--- src/rtl/bus4_pkg.sv ---
// rtl/bus4_pkg.sv - shared phase encoding and widths for the 4-bit instruction bus
package bus4_pkg;

  localparam int NIBBLE_W = 4;
  localparam int ADDR_W   = 12;

  localparam logic [2:0] PH_A1 = 3'd0;
  localparam logic [2:0] PH_A2 = 3'd1;
  localparam logic [2:0] PH_A3 = 3'd2;
  localparam logic [2:0] PH_M1 = 3'd3;
  localparam logic [2:0] PH_M2 = 3'd4;
  localparam logic [2:0] PH_X1 = 3'd5;
  localparam logic [2:0] PH_X2 = 3'd6;
  localparam logic [2:0] PH_X3 = 3'd7;

endpackage

--- src/rtl/bus_phase_gen.sv ---
// rtl/bus_phase_gen.sv - free-running 8-phase counter with sync and one-hot phase decode
module bus_phase_gen
  import bus4_pkg::*;
(
  input  logic       clock,
  input  logic       reset_n,
  output logic [2:0] phase,
  output logic       sync,
  output logic [7:0] phase_hot
);

  always_ff @(posedge clock or negedge reset_n) begin
    if (!reset_n) begin
      phase <= PH_A1;
    end else begin
      phase <= phase + 3'd1;
    end
  end

  assign sync      = (phase == PH_X3);
  assign phase_hot = 8'(1) << phase;

endmodule

--- src/rtl/bus_initiator.sv ---
// rtl/bus_initiator.sv - initiator for the 4-bit multiplexed instruction bus with host fetch port
// Optional SRC issue in X2/X3 is enabled by defining BUS_INITIATOR_SRC_EN.
module bus_initiator
  import bus4_pkg::*;
#(
  parameter int unsigned CMD_BANK = 0
)
(
  input  logic                clock,
  input  logic                reset_n,
  input  logic [NIBBLE_W-1:0] data_i,
  output logic [NIBBLE_W-1:0] data_o,
  output logic                data_en,
  output logic                sync,
  output logic                rom_cmd,
  output logic [3:0]          ram_cmd_n,
  input  logic                req_valid,
  output logic                req_ready,
  input  logic [ADDR_W-1:0]   req_addr,
  input  logic                req_src,
  input  logic [7:0]          req_src_data,
  output logic                rsp_valid,
  output logic [7:0]          rsp_data
);

  localparam logic [1:0] BANK_SEL = CMD_BANK[1:0];

  logic [2:0]        phase;
  logic [7:0]        phase_hot;
  logic              active;
  logic              active_next;
  logic [ADDR_W-1:0] addr_reg;
  logic [ADDR_W-1:0] addr_next;
  logic [7:0]        rsp_data_next;

  bus_phase_gen u_phase (
    .clock     (clock),
    .reset_n   (reset_n),
    .phase     (phase),
    .sync      (sync),
    .phase_hot (phase_hot)
  );

  assign req_ready = sync;

`ifdef BUS_INITIATOR_SRC_EN
  logic       src_reg;
  logic       src_next;
  logic [7:0] src_data_reg;
  logic [7:0] src_data_next;

  always_ff @(posedge clock or negedge reset_n) begin
    if (!reset_n) begin
      src_reg      <= 1'b0;
      src_data_reg <= 8'h00;
    end else begin
      src_reg      <= src_next;
      src_data_reg <= src_data_next;
    end
  end

  always_comb begin
    src_next      = src_reg;
    src_data_next = src_data_reg;
    if (phase_hot[PH_X3] && req_valid) begin
      src_next      = req_src;
      src_data_next = req_src_data;
    end
  end
`else
  logic unused_src;
  assign unused_src = ^{req_src, req_src_data, BANK_SEL};
`endif

  always_ff @(posedge clock or negedge reset_n) begin
    if (!reset_n) begin
      active   <= 1'b0;
      addr_reg <= '0;
      rsp_data <= 8'h00;
    end else begin
      active   <= active_next;
      addr_reg <= addr_next;
      rsp_data <= rsp_data_next;
    end
  end

  // A request is only taken at the X3 edge; no valid there means a null cycle follows.
  always_comb begin
    active_next   = active;
    addr_next     = addr_reg;
    rsp_data_next = rsp_data;
    if (phase_hot[PH_X3]) begin
      active_next = req_valid;
      if (req_valid) begin
        addr_next = req_addr;
      end
    end
    if (active && phase_hot[PH_M1]) begin
      rsp_data_next = {data_i, rsp_data[3:0]};
    end
    if (active && phase_hot[PH_M2]) begin
      rsp_data_next = {rsp_data[7:4], data_i};
    end
  end

  always_comb begin
    data_o    = '0;
    data_en   = 1'b0;
    rom_cmd   = 1'b0;
    ram_cmd_n = 4'hF;
    rsp_valid = 1'b0;
    if (active) begin
      case (phase)
        PH_A1: begin
          data_o  = addr_reg[NIBBLE_W-1:0];
          data_en = 1'b1;
        end
        PH_A2: begin
          data_o  = addr_reg[2*NIBBLE_W-1:NIBBLE_W];
          data_en = 1'b1;
        end
        PH_A3: begin
          data_o  = addr_reg[3*NIBBLE_W-1:2*NIBBLE_W];
          data_en = 1'b1;
          rom_cmd = 1'b1;
        end
        PH_X1: rsp_valid = 1'b1;
`ifdef BUS_INITIATOR_SRC_EN
        PH_X2: begin
          if (src_reg) begin
            data_o              = src_data_reg[7:4];
            data_en             = 1'b1;
            rom_cmd             = 1'b1;
            ram_cmd_n[BANK_SEL] = 1'b0;
          end
        end
        PH_X3: begin
          if (src_reg) begin
            data_o  = src_data_reg[3:0];
            data_en = 1'b1;
          end
        end
`endif
        default: ;
      endcase
    end
  end

endmodule

--- config.mk ---
export PLATFORM = sky130hd
export DESIGN_NAME = bus_initiator
export DESIGN_NICKNAME = d
export VERILOG_FILES = /design/src/rtl/bus4_pkg.sv /design/src/rtl/bus_phase_gen.sv /design/src/rtl/bus_initiator.sv
export SDC_FILE = /design/constraint.sdc
export NUM_CORES = 1
export LEC_CHECK = 0
export BUFFER_PORTS_ARGS = -buffer_cell sky130_fd_sc_hd__buf_2
export CELL_PAD_IN_SITES_DETAIL_PLACEMENT = 1
export CELL_PAD_IN_SITES_GLOBAL_PLACEMENT = 1
export CORE_MARGIN = 2
export CORE_UTILIZATION = 38
export DETAILED_ROUTE_END_ITERATION = 10
export PLACE_DENSITY = 0.9
export SYNTH_ARGS = -nofsm -noshare
export SYNTH_HDL_FRONTEND = slang
export SYNTH_SLANG_ARGS = --single-unit
--- constraint.sdc ---
create_clock -name clock -period 3.4 [get_ports clock]
set_input_delay 0.85 -clock clock [delete_from_list [all_inputs] [get_ports clock]]
set_output_delay 0.85 -clock clock [all_outputs]
set_load 0.05 [all_outputs]
# After elaboration in Yosys (flattened, before gate mapping)
# Index checks and enable logic that the tools add are counted.
# totals
regBits	24
latch_bits	0
mem_bits_rw	0
mem_bits_ro	0
in_bits	28
out_inout_bits	21
word_cells	27
mem_count	0
# op_classes
addsub	1
n_mul	0
n_div	0
n_lt_le_gt_ge	0
eq_ne	4
shift	1
n_mux	9
bitwise	1
n_reduce_logical	6
# ops
operator	count
$pmux W4 S3	1
$mux W4	2
$shl A1 B3 Y8 const A	1
$eq A3 B3 Y1 const B	2
$mux W1	6
$reduce_and A2 Y1	2
$add A3 B1 Y3 const B	1
$eq A3 B1 Y1 const B	1
$eq A3 B2 Y1 const B	1
$logic_not A3 Y1	1
$reduce_or A3 Y1	1
$logic_and A1 B1 Y1	2
$not A1 Y1	1

# Depth between registers and ports, before layout
# depth
depth_word	4
depth_mapped	5
mapped_depth_nobuf	5

# Hierarchy
# Synthesis repeated with hierarchy kept, for this count alone.
# unflattened
cells_unflattened	95
hier_area_um2	1192.4
# modules_own_cells
module	n_inst	cells_each	area_per_inst_um2	seq_area_each_um2
bus_initiator	1	75	982.2	525.5
bus_phase_gen	1	20	210.2	75.1

# Least setup slack after synthesis
# No wires, ideal clock.
# synth_path
path_type	reg-to-output
startpoint	register u_phase.phase[0]
endpoint	output data_o[2]
t_arrival_ps	1655
required_ps	2550
setup_slack_ps	895
stages_incl_launch_ff	5
n_path_buf	0
cell_sequence	dfrtp_1 inv_1 ha_1 o311ai_2 a21oi_1
# synth_via
elab_chain_cells	3
elab_cells_between_ends	5
cone_classes	eq/ne (2); mux (2); reduce/logical (1)
# synth_lines
item	line_no	rtl
from (decl)	bus_phase_gen.sv:7	output logic [2:0] phase,
from (signal assigned)	bus_phase_gen.sv:16	phase <= phase + 3'd1;
$eq A3 B2 Y1, or another cell as far along	bus_initiator.sv:113	case (phase)
$pmux W4 S3 (*)	bus_initiator.sv:113	
$mux W4 (*)	bus_initiator.sv:112	if (active) begin
to (decl)	bus_initiator.sv:12	output logic [NIBBLE_W-1:0] data_o,
# Mark *: on every way between the ends. The rest lies on a longest branch, timed or not.

# Final worst setup path
# layout_path
startpoint	register u_phase.phase[0]
endpoint	output data_o[1]
# Same word-level chain as after synthesis.

==> impl_metrics.py <==
metrics = {
    "status": {
        "outcome": "finished, final reports clean",
    },
    "worst_setup_path": {
        "worst_r2r_path_depth": 4,
        "endpoint_kind": "output port",
        "arrival_ns": 1.97,
        "critPathLaunch": "u_phase.phase[0]",
        "cpMaxStageDelayCell": "dfrtp_1",
        "setup.worst_path.start_class": "register",
        "worst-path-max-fanout": 5,
        "slowest_delay_ns": 0.43,
        "worstPathCellList": "inv_1 > ha_1 > nor2b_1 > a222oi_1 > nor2_1 > buf_2",
        "critical_path_class": "register to output port",
        "cp.required_ns": 2.55,
        "r2r-start": "u_phase.phase[0]",
    },
    "global_routing": {
        "grt_pass1_vias": 832,
        "antenna_found_initial": 0,
        "grt_usage": 0.164,
        "overflow": 0,
        "grt_pass1_wl_mm": 4.06,
        "grt_max_degree": 25,
    },
    "cells_and_area": {
        "finish.utilization": 0.481,
        "syn_to_final_growth_pct": 19.5,
        "final_cell_area_um2": 1330,
        "largest_register_ffs": 12,
        "layout.nets": 152,
        "layout.cells.non_filler": 148,
        "diodes": 0,
        "drive_above_1_share": 0.462,
    },
    "timing": {
        "min_period_ns": 2.82,
        "timing.final.crit_share": 0.831,
        "holdWs_ns": 0.492,
        "slew_headroom": 0.637,
        "fin_skew_ns": 0.00409,
        "hold_viol": 0,
        "fin_setup_tns_ns": 0,
        "layout_setup_ws_ns": 0.576,
        "rsz0062_at_grt": "no",
        "tightest_slew_ns": 0.543,
        "setup_viol": 0,
        "drv_slew": 0,
        "fmax_ghz": 0.354,
    },
    "place": {
        "dp_slack_ns": 0.980,
        "dp.cells": 144,
        "gp_congestion": 0.688,
        "placed_area_um2": 1290,
        "dp_hpwl_mm": 1.90,
        "port_buffers": 35,
    },
    "clocking": {
        "cts.clk_slew.worst_paths_ns": 0.13,
        "cts_max_path_buffers": 2,
        "cts_setup_buffers": 0,
        "cts.sinks": 24,
        "cts_root_buf": "clkbuf_4",
        "cts_resized": 0,
        "cts_made_buffers": 3,
        "h-tree-depth": 1,
        "insertion_delay_ns": 0.31,
        "cts_tree": "yes",
        "holdBufCountCts": 0,
    },
    "synth": {
        "synth_async_sr_flop_share": 1.00,
        "ys_ff_latch": 24,
        "ys_top_cells_by_area": "dfrtp_1, mux2_1, mux2_2",
        "synth-seq-area-share": 0.541,
        "synth_top_area_frac": 0.541,
        "ys_warn_count": 0,
        "synth_top_area_cell": "dfrtp_1",
        "syn-instance-count": 81,
        "synthFlopType": "dfrtp_1",
        "synth_cell_types": 20,
        "synth_area_um2": 1110,
        "avgSynthCellArea_um2": 13.7,
        "synth_edf_count": 0,
    },
    "floorplan": {
        "start_util": 0.403,
        "core_um2": 2760,
        "placement_rows": 19,
        "fp.dieW_um": 58.1,
        "ios": 49,
        "die_area_um2": 3370,
        "die_h_um": 58.1,
    },
    "route": {
        "detail_route.iter0.violations": 18,
        "firstDrtPassIters": 5,
        "vias": 767,
        "routed_wl_mm": 2.46,
        "vias_per_cell": 5.18,
        "drc": 0,
        "wl_per_cell_um": 16.6,
        "ant_nets": 0,
    },
    "power_and_ir_drop": {
        "power_mw": 0.593,
        "p_leak_nw": 0.678,
        "irDropWorstVdd_uv": 342,
        "powerDensity_nw_per_um2": 447,
    },
    "min_path": {
        "holdCritPathClass": "input port to async pin",
    },
    "flow_run": {
        "maxCapViolations": 0,
    },
}
-- per-layer routing --
layer  part of all wire  GRT usage  vias to the layer above
met5                  0          0                        -
met4              0.024     0.0864                        0
met3              0.032     0.0246                        6
met2               0.52      0.282                       22
met1               0.42      0.197                      390
li1                   -          -                      349
-- cell type report --
cell class,instances,area [µm²]
inverter,5,18.8
fill,318,1430
timing repair buffer,35,175
sequential,24,601
multi-input combinational,49,458
tap,31,38.8
clock buffer,4,36.3
-- critical path: cells and delay by family (launching register included) --
family	cells	cell delay [ns]
and+or+nand+nor	2	0.42
buffers and inverters	2	0.40
AOI/OAI and AO/OA	1	0.12
adders and majority gates	1	0.30
DFF	1	0.43
-- worst paths after layout --
| check | to | slack, ns |
|---|---|---|
| max in group asynchronous | u_phase.phase[0] | 2.55 |
| min reg2reg | rsp_data[5] | 0.50 |
| max | data_o[1] | 0.58 |
| min in group clock | rsp_data[5] | 0.50 |
| min | addr_reg[3] | 0.49 |
| max reg2reg | addr_reg[4] | 1.55 |
-- layout by cell type (no fill, tap or decap), types with 2 or more instances in the layout --
| cell type | netlist | final |
|---|---|---|
| a222oi_1 | 3 | 3 |
| and3_2 | 2 | 2 |
| buf_2 | 0 | 35 |
| clkbuf_4 | 0 | 3 |
| conb_1 | 1 | 4 |
| dfrtp_1 | 24 | 24 |
| ha_1 | 6 | 6 |
| inv_1 | 5 | 5 |
| mux2_1 | 10 | 10 |
| mux2_2 | 9 | 9 |
| nand2_1 | 2 | 2 |
| nand3_2 | 2 | 2 |
| nor2_1 | 3 | 3 |
-- cell usage after synthesis (2+ instances only) --
cell type,number
dfrtp_1,24
mux2_1,10
mux2_2,9
buf_4,6
ha_1,6
inv_1,5
a222oi_1,3
nor2_1,3
and3_2,2
nand2_1,2
nand3_2,2
-- kinds of logic (layout without fill, tap and decap cells) --
| logic type | after synthesis | count (layout) | synth area share |
|---|---|---|---|
| buffers and inverters | 11 | 44 | 0.0574 |
| other | 1 | 4 | 0.00338 |
| AOI/OAI and AO/OA | 8 | 8 | 0.0664 |
| and+or+nand+nor | 11 | 11 | 0.0586 |
| muxes | 20 | 20 | 0.206 |
| adders and majority gates | 6 | 6 | 0.0676 |
| DFF | 24 | 24 | 0.541 |
-- power breakdown --
group	internal [mW]	switching, mW
Combinational	0.0361	0.0830
Clock	0.0654	0.0852
Sequential	0.310	0.0140
Power figures use the tool's default switching activity.
